`src/rtl/if_stage_pkg.sv`:
```
// Shared fetch-stage definitions: data width, NOP encoding, fetch FSM states.
// Imported by if_stage and if_id_reg.
package if_stage_pkg;

  localparam int XLEN = 32;

  // addi x0, x0, 0
  localparam logic [XLEN-1:0] NOP_INST = 32'h0000_0013;

  typedef enum logic [1:0] {
    S_IDLE = 2'd0,
    S_REQ  = 2'd1,
    S_HOLD = 2'd2,
    S_DROP = 2'd3
  } state_t;

endpackage

```
`src/rtl/if_stage_if_id_reg.sv`:
```
// IF/ID pipeline register: pc, instruction and valid bit handed to decode.
// Priority rst > flush (pc kept) > load > hold; no added latency beyond the register.
module if_id_reg
  import if_stage_pkg::*;
#(
  parameter int W = 32
) (
  input  logic         clk,
  input  logic         rst,
  input  logic         flush,
  input  logic         load,
  input  logic [W-1:0] pc_in,
  input  logic [W-1:0] inst_in,
  input  logic         valid_in,
  output logic [W-1:0] pc_d,
  output logic [W-1:0] inst_d,
  output logic         valid_d
);

  always_ff @(posedge clk) begin
    if (rst) begin
      pc_d    <= '0;
      inst_d  <= NOP_INST;
      valid_d <= 1'b0;
    end else if (flush) begin
      inst_d  <= NOP_INST;
      valid_d <= 1'b0;
    end else if (load) begin
      pc_d    <= pc_in;
      inst_d  <= inst_in;
      valid_d <= valid_in;
    end
  end

endmodule

```
`src/rtl/if_stage.sv`:
```
// Fetch stage: PC register, single-outstanding imem request FSM, hold buffer and IF/ID register.
// Build option IF_MISALIGN_CHK_EN enables the sticky misaligned-redirect flag.
module if_stage #(
  parameter logic [31:0] RESET_PC = 32'h0000_0000,
  parameter int          XLEN     = 32
) (
  input  logic            clk,
  input  logic            rst,
  input  logic            if_en,
  input  logic            de_en,
  input  logic            de_rst,
  input  logic            taken,
  input  logic [XLEN-1:0] target,
  output logic            imem_req,
  output logic [XLEN-1:0] imem_addr,
  input  logic            imem_ready,
  input  logic [XLEN-1:0] imem_rdata,
  output logic [XLEN-1:0] pc_d,
  output logic [XLEN-1:0] inst_d,
  output logic            valid_d,
  output logic            misalign
);
  import if_stage_pkg::*;

  state_t            state, state_nx;
  logic [XLEN-1:0]   pc, pc_nx, pc_inc, tgt;
  logic [XLEN-1:0]   drop_addr, drop_addr_nx;
  logic [XLEN-1:0]   hold_pc, hold_inst;
  logic              hold_ld, adv;
  logic              idl_load, idl_flush, idl_valid;
  logic [XLEN-1:0]   idl_pc, idl_inst;

  // A disagreeing if_en/de_en pair is a stall, never a partial advance.
  assign adv       = if_en && de_en;
  assign tgt       = {target[XLEN-1:2], 2'b00};
  assign pc_inc    = pc + XLEN'(4);
  assign idl_flush = de_rst || taken;

  assign imem_req  = (state == S_REQ) || (state == S_DROP);
  assign imem_addr = (state == S_DROP) ? drop_addr : pc;

  always_comb begin
    state_nx     = state;
    pc_nx        = pc;
    drop_addr_nx = drop_addr;
    hold_ld      = 1'b0;
    idl_load     = 1'b0;
    idl_pc       = pc;
    idl_inst     = NOP_INST;
    idl_valid    = 1'b0;
    case (state)
      S_IDLE: begin
        state_nx = S_REQ;
        if (taken) pc_nx = tgt;
      end
      S_REQ: begin
        if (taken) begin
          pc_nx = tgt;
          if (!imem_ready) begin
            // Request cannot be withdrawn: keep presenting the old address.
            state_nx     = S_DROP;
            drop_addr_nx = pc;
          end
        end else if (imem_ready) begin
          pc_nx = pc_inc;
          if (adv) begin
            idl_load  = 1'b1;
            idl_inst  = imem_rdata;
            idl_valid = 1'b1;
          end else begin
            hold_ld  = 1'b1;
            state_nx = S_HOLD;
          end
        end else begin
          idl_load = de_en;
        end
      end
      S_HOLD: begin
        if (taken) begin
          pc_nx    = tgt;
          state_nx = S_REQ;
        end else if (adv) begin
          idl_load  = 1'b1;
          idl_pc    = hold_pc;
          idl_inst  = hold_inst;
          idl_valid = 1'b1;
          state_nx  = S_REQ;
        end
      end
      S_DROP: begin
        if (taken) pc_nx = tgt;
        if (imem_ready) state_nx = S_REQ;
        idl_load = de_en;
      end
      default: state_nx = S_IDLE;
    endcase
  end

  always_ff @(posedge clk) begin
    if (rst) begin
      state     <= S_IDLE;
      pc        <= RESET_PC;
      drop_addr <= '0;
      hold_pc   <= '0;
      hold_inst <= NOP_INST;
    end else begin
      state     <= state_nx;
      pc        <= pc_nx;
      drop_addr <= drop_addr_nx;
      if (hold_ld) begin
        hold_pc   <= pc;
        hold_inst <= imem_rdata;
      end
    end
  end

  if_id_reg #(.W(XLEN)) u_if_id (
    .clk      (clk),
    .rst      (rst),
    .flush    (idl_flush),
    .load     (idl_load),
    .pc_in    (idl_pc),
    .inst_in  (idl_inst),
    .valid_in (idl_valid),
    .pc_d     (pc_d),
    .inst_d   (inst_d),
    .valid_d  (valid_d)
  );

`ifdef IF_MISALIGN_CHK_EN
  always_ff @(posedge clk) begin
    if (rst)                         misalign <= 1'b0;
    else if (taken && |target[1:0])  misalign <= 1'b1;
  end
`else
  logic unused_tgt_lsb;
  assign unused_tgt_lsb = ^target[1:0];
  assign misalign       = 1'b0;
`endif

endmodule

```
`config.mk`:
```
export PLATFORM = sky130hd
export DESIGN_NAME = if_stage
export DESIGN_NICKNAME = d
export VERILOG_FILES = /design/src/rtl/if_stage_pkg.sv /design/src/rtl/if_stage_if_id_reg.sv /design/src/rtl/if_stage.sv
export SDC_FILE = /design/constraint.sdc
export NUM_CORES = 1
export LEC_CHECK = 0
export CAP_MARGIN = 5
export CORE_MARGIN = 4
export CORE_UTILIZATION = 52
export CTS_BUF_LIST = sky130_fd_sc_hd__clkbuf_8 sky130_fd_sc_hd__clkbuf_16
export DETAILED_ROUTE_END_ITERATION = 7
export PLACE_DENSITY = 0.89
export SYNTH_ARGS = -nofsm -noshare
export SYNTH_HDL_FRONTEND = slang
export SYNTH_SLANG_ARGS = --single-unit
```
`constraint.sdc`:
```
create_clock -name clk -period 2.7 [get_ports clk]
set_input_delay 0.27 -clock clk [delete_from_list [all_inputs] [get_ports clk]]
set_output_delay 0.27 -clock clk [all_outputs]
set_load 0.02 [all_outputs]
```
Yosys cells after proc, flatten, opt, wreduce, memory -nomap -nowiden
Cells that the tools add are included.
{"block": "totals", "register_bits": 195, "input_bits": 71, "wordCells": 64}
{"block": "classes", "addsub": 1, "n_eq_ne": 9, "n_mux": 34, "bitwise": 2, "reduce_logical": 10}
{"cell": "2-to-1 mux 32 bit", "count": 12}
{"cell": "one-hot mux 32 bit (2 select lines)", "count": 2}
{"cell": "adder 32 x 3 -> 32 bit (second input constant)", "count": 1}
{"cell": "2-to-1 mux 2 bit", "count": 7}
{"cell": "inequality test 3 bit (second input constant)", "count": 4}
{"cell": "2-to-1 mux 1 bit", "count": 10}
{"cell": "one-hot mux 2 bit (4 select lines)", "count": 1}
{"cell": "AND reduction 5 bit", "count": 1}
{"cell": "equality test 2 bit (second input constant)", "count": 2}
{"cell": "AND reduction 2 bit", "count": 2}
{"cell": "one-hot mux 1 bit (3 select lines)", "count": 1}
{"cell": "AND reduction 3 bit", "count": 1}
{"cell": "OR reduction 3 bit", "count": 1}
{"cell": "equality test 2 x 1 -> 1 bit (second input constant)", "count": 1}
{"cell": "logical NOT 2 bit", "count": 1}
{"cell": "logical OR 1 bit", "count": 2}
{"cell": "inequality test 2 x 1 -> 1 bit (second input constant)", "count": 1}
{"cell": "inequality test 2 bit (second input constant)", "count": 1}
{"cell": "NOT 1 bit", "count": 2}
{"cell": "one-hot mux 1 bit (2 select lines)", "count": 1}
{"cell": "OR reduction 2 bit", "count": 1}
{"cell": "logical AND 1 bit", "count": 1}

Logic depth before layout (Yosys ltp)
{"block": "depth", "ltp_word": 6, "ltp_mapped": 9, "mapped_depth_nobuf": 7}

Hierarchy
From an unflattened synthesis, not the netlist that was laid out.
{"block": "hier_totals", "hier_cells": 1130, "hier_area_um2": 9260.1}
{"mod": "if_stage", "instances": 1, "cells_each": 877, "area_each_um2": 6598.8, "seq_area_each_um2": 2482.4}
{"mod": "if_id_reg", "instances": 1, "cells_each": 253, "area_each_um2": 2661.3, "seq_area_each_um2": 1301.2}

Worst setup path before layout
OpenSTA, ideal clock, no wires.
{"block": "synth_path", "path_kind": "reg-to-reg", "start": "register state[1]", "end": "register u_if_id.inst_d[21]", "setup_time_ps": 125, "t_arrival_ps": 1852, "required_ps": 2575, "setup_slack_ps": 722, "path_stages_with_launch": 10, "path_buffers": 2, "synth_period_minus_slack_ps": 1978, "path_cell_list": "dfxtp_1 inv_1 ha_1 nor2b_1 a21oi_1 o21ai_2 nand4_1 clkbuf_1 clkbuf_1 o2bb2ai_1"}
{"block": "synth_between", "elab_chain_len": 2}
{"element": "start: declaration", "line": "if_stage.sv:25", "text": "state_t state, state_nx;"}
{"element": "start signal: assignment", "line": "if_stage.sv:107", "text": "state <= state_nx;"}
{"element": "equality test 2 bit or equality test 2 x 1 -> 1 bit (tied branches)", "line": "if_stage.sv:51", "text": "case (state)"}
{"element": "one-hot mux 1 bit (3 select lines) or one-hot mux 32 bit (2 select lines) (tied branches)", "line": "if_stage.sv:51"}
{"element": "end signal: assignment", "line": "if_stage_if_id_reg.sv:30", "text": "inst_d <= inst_in;"}
{"element": "end: declaration", "line": "if_stage_if_id_reg.sv:16", "text": "output logic [W-1:0] inst_d,"}
Several ways; a longest one is shown, not always the timed one.
A chain may end at the register's enable or synchronous reset.

Worst setup path in the final report
{"block": "layout_path", "start": "register state[0]", "end": "output imem_addr[3]"}
{"block": "layout_between", "elab_chain_len": 2}
{"element": "equality test 2 bit", "line": "if_stage.sv:40", "text": "assign imem_addr = (state == S_DROP) ? drop_addr : pc;"}
{"element": "2-to-1 mux 32 bit", "line": "if_stage.sv:40"}
{"element": "end: declaration", "line": "if_stage.sv:15", "text": "output logic [XLEN-1:0] imem_addr,"}
No other way between the ends.

==> metrics <==
H-tree depth=4; Critical Path RT=2430 ps; count of different cell masters after synthesis=66; Synth top area share=0.444; vias in the first global route=7507; cts bufs inserted=17; Clock Root Buffer=clkbuf_16; Cell Rows=46; clock tree sinks=187; Rel. slew slack=0.474; sw power=1.65 mW; max_cap viols=0; dominant synthesized flop cell=dfxtp_1; Final Non-Filler Cells=1330; cts hold-fix bufs=0; largest net degree at the start of global routing=75; Async SR Flop Fraction=0; vias post-DR=7815; Worst-Skew Late Latency=430 ps; Antenna Violating Nets Remaining=0; commonest non-fill, non-tap cells in the layout=nand2_1, dfxtp_1, clkdlybuf4s50_1; yosys warns=0; min Tclk post-route=2610 ps; HP Class=in -> reg; Clk network pwr share=0.393; final worst path period share=0.968; max-slew violation count=0; fin nets=1177; Reg power frac=0.471; HPWL Detailed=15.6 mm; CP endpoint kind=primary output; Wirelength per Cell=17.7 µm; Clock Skew=6.42 ps; Hold Fails Final Rpt=0; cell taking the most area after synthesis=dfxtp_1; hold slack=160 ps; number of synthesized flops with an enable pin=0; FF+latch count, synth=187; Crit path arrival time=2340 ps; placed instance count=1298; first-pass GRT wire length=37.7 mm; CTS tree=yes; Post-CTS Setup Inserts=0; Synth Cell Area=8430 µm²; Post-route DRC=0; Setup Viol. Count Final=0; critical path peak fanout=27; combinational share of power=0.136; P&R area growth vs syn=26.9%; Overflow after GRT=0; post-CTS resize count=0; DIE AREA=18300 µm²; setup TNS=0 ps; ratio of cells with drive above 1 in the final layout=0.108; Vias/cell=5.88; RSZ-0062 raised after global routing=false; port buffer count=162; status=finished clean; DRT Pass-1 Iters=7; initial DRC count=674; Setup crit start kind=flip-flop; PD cells=579 nW/µm²; crit path kind=reg -> out; Die Wd=135 µm; boundary pin count=170; RePlAce Congestion=0.863; Net Sw Frac=0.266; Initial Util=0.531; cell count after synthesis=979; Max clock buf depth=2; Global Route Usage Sum=0.255; Core ar.=15900 µm²; die height=135 µm; fmax=0.383 GHz; initial antenna violation count=0; Routed WL=23.6 mm; syn avg cell area=8.61 µm²; Max VDD drop=466 µV; most common cell after layout, fill and taps aside=nand2_1; n_diodes=0; clk slew on worst S/H paths=70 ps; Int Power=4.55 mW; sequential element share of the synthesized area=0.444; Leak Pwr=3.75 nW; Worst Tran Pin Value=789 ps; Area contributors post-synth=dfxtp_1, nand2_1, a21oi_1
worst max-delay path, stage by stage (launching register included):
cell	delay, ps
dfxtp_1	390
ha_1	180
buf_4	370
mux2_2	420
clkdlybuf4s50_1	540
power by group through the flow:
stage / sequential [mW] / combinational [mW] / clock (mW)
2_1_floorplan: 2.95 / 0.521 / 0
3_3_place_gp: 2.97 / 0.815 / 0
3_5_place_dp: 2.98 / 0.832 / 0
4_1_cts: 2.91 / 0.838 / 2.47
5_1_grt: 2.93 / 0.903 / 2.60
6_report: 2.92 / 0.843 / 2.44
synthesized netlist by cell type, drive strengths merged, types with 6 or more instances:
| library cell | n |
|---|---|
| nand2 | 210 |
| dfxtp | 187 |
| mux2i | 33 |
| buf | 26 |
| nand3 | 16 |
| xor2 | 7 |
| clkbuf | 72 |
| a211oi | 42 |
| inv | 6 |
| nor2 | 24 |
| and3 | 12 |
| o2bb2ai | 29 |
| a22oi | 29 |
| nor3 | 13 |
| mux2 | 29 |
| xnor2 | 8 |
| nor4 | 8 |
| a21oi | 147 |
| nand4 | 9 |
| o21ai | 22 |
cells by family (layout without fill, tap and decap cells):
logic type,after synthesis,in the layout,share of synthesized area
mux,62,62,0.0779
fa+ha+maj,5,5,0.00742
xor+xnor,15,15,0.0156
buf+inv,106,237,0.0674
compound gates,291,291,0.216
flops,187,187,0.444
other cells,1,5,0.000445
simple gates,312,312,0.171
area by class of cell:
class / count / area, µm²
tap: 216 / 270
multi-input combinational: 690 / 4170
fill: 1238 / 5190
sequential: 187 / 3740
inverter: 8 / 30.0
clock inverter: 12 / 115
timing repair buffer: 197 / 1910
clock buffer: 20 / 467
registers in the layout, indices dropped and copies added, names as in the netlist:
name and cells:
u_if_id.pc_d 30, u_if_id.inst_d 32, hold_pc 30, drop_addr 30, state 2, pc 30, u_if_id.valid_d 1, hold_inst 32
path summary, 6_finish.rpt:
path / startpoint / endpoint / slack, ps / depth (start not counted)
max: state[0]$_SDFFE_PP0P_ / imem_addr[3] / 90 / 4
min: rst / u_if_id.inst_d[1]$_SDFFE_PP1P_ / 160 / 3
max reg2reg: state[1]$_SDFFE_PP0P_ / u_if_id.pc_d[8]$_SDFFE_PP0P_ / 240 / 8
min reg2reg: drop_addr[20]$_SDFFE_PP0P_ / drop_addr[20]$_SDFFE_PP0P_ / 450 / 2
layer usage:
metal	wire length (µm)	GRT usage	up-vias
li1	-	-	3699
met1	9620	0.318	3750
met2	11400	0.418	326
met3	2040	0.0784	40
met4	523	0.0879	0
met5	0	0	-
through the flow:
stage               utilization  instance area, µm²  total power, mW  setup WS (ps)
finish                    0.673               10700             6.20           85.7
CTS                       0.673               10700             6.22           85.0
global route              0.673               10700             6.43           27.9
floorplan                     -                8450             3.47            722
detailed placement        0.637               10100             3.81            261
global placement          0.637               10100             3.79            344
Power figures use the tool's default switching activity.
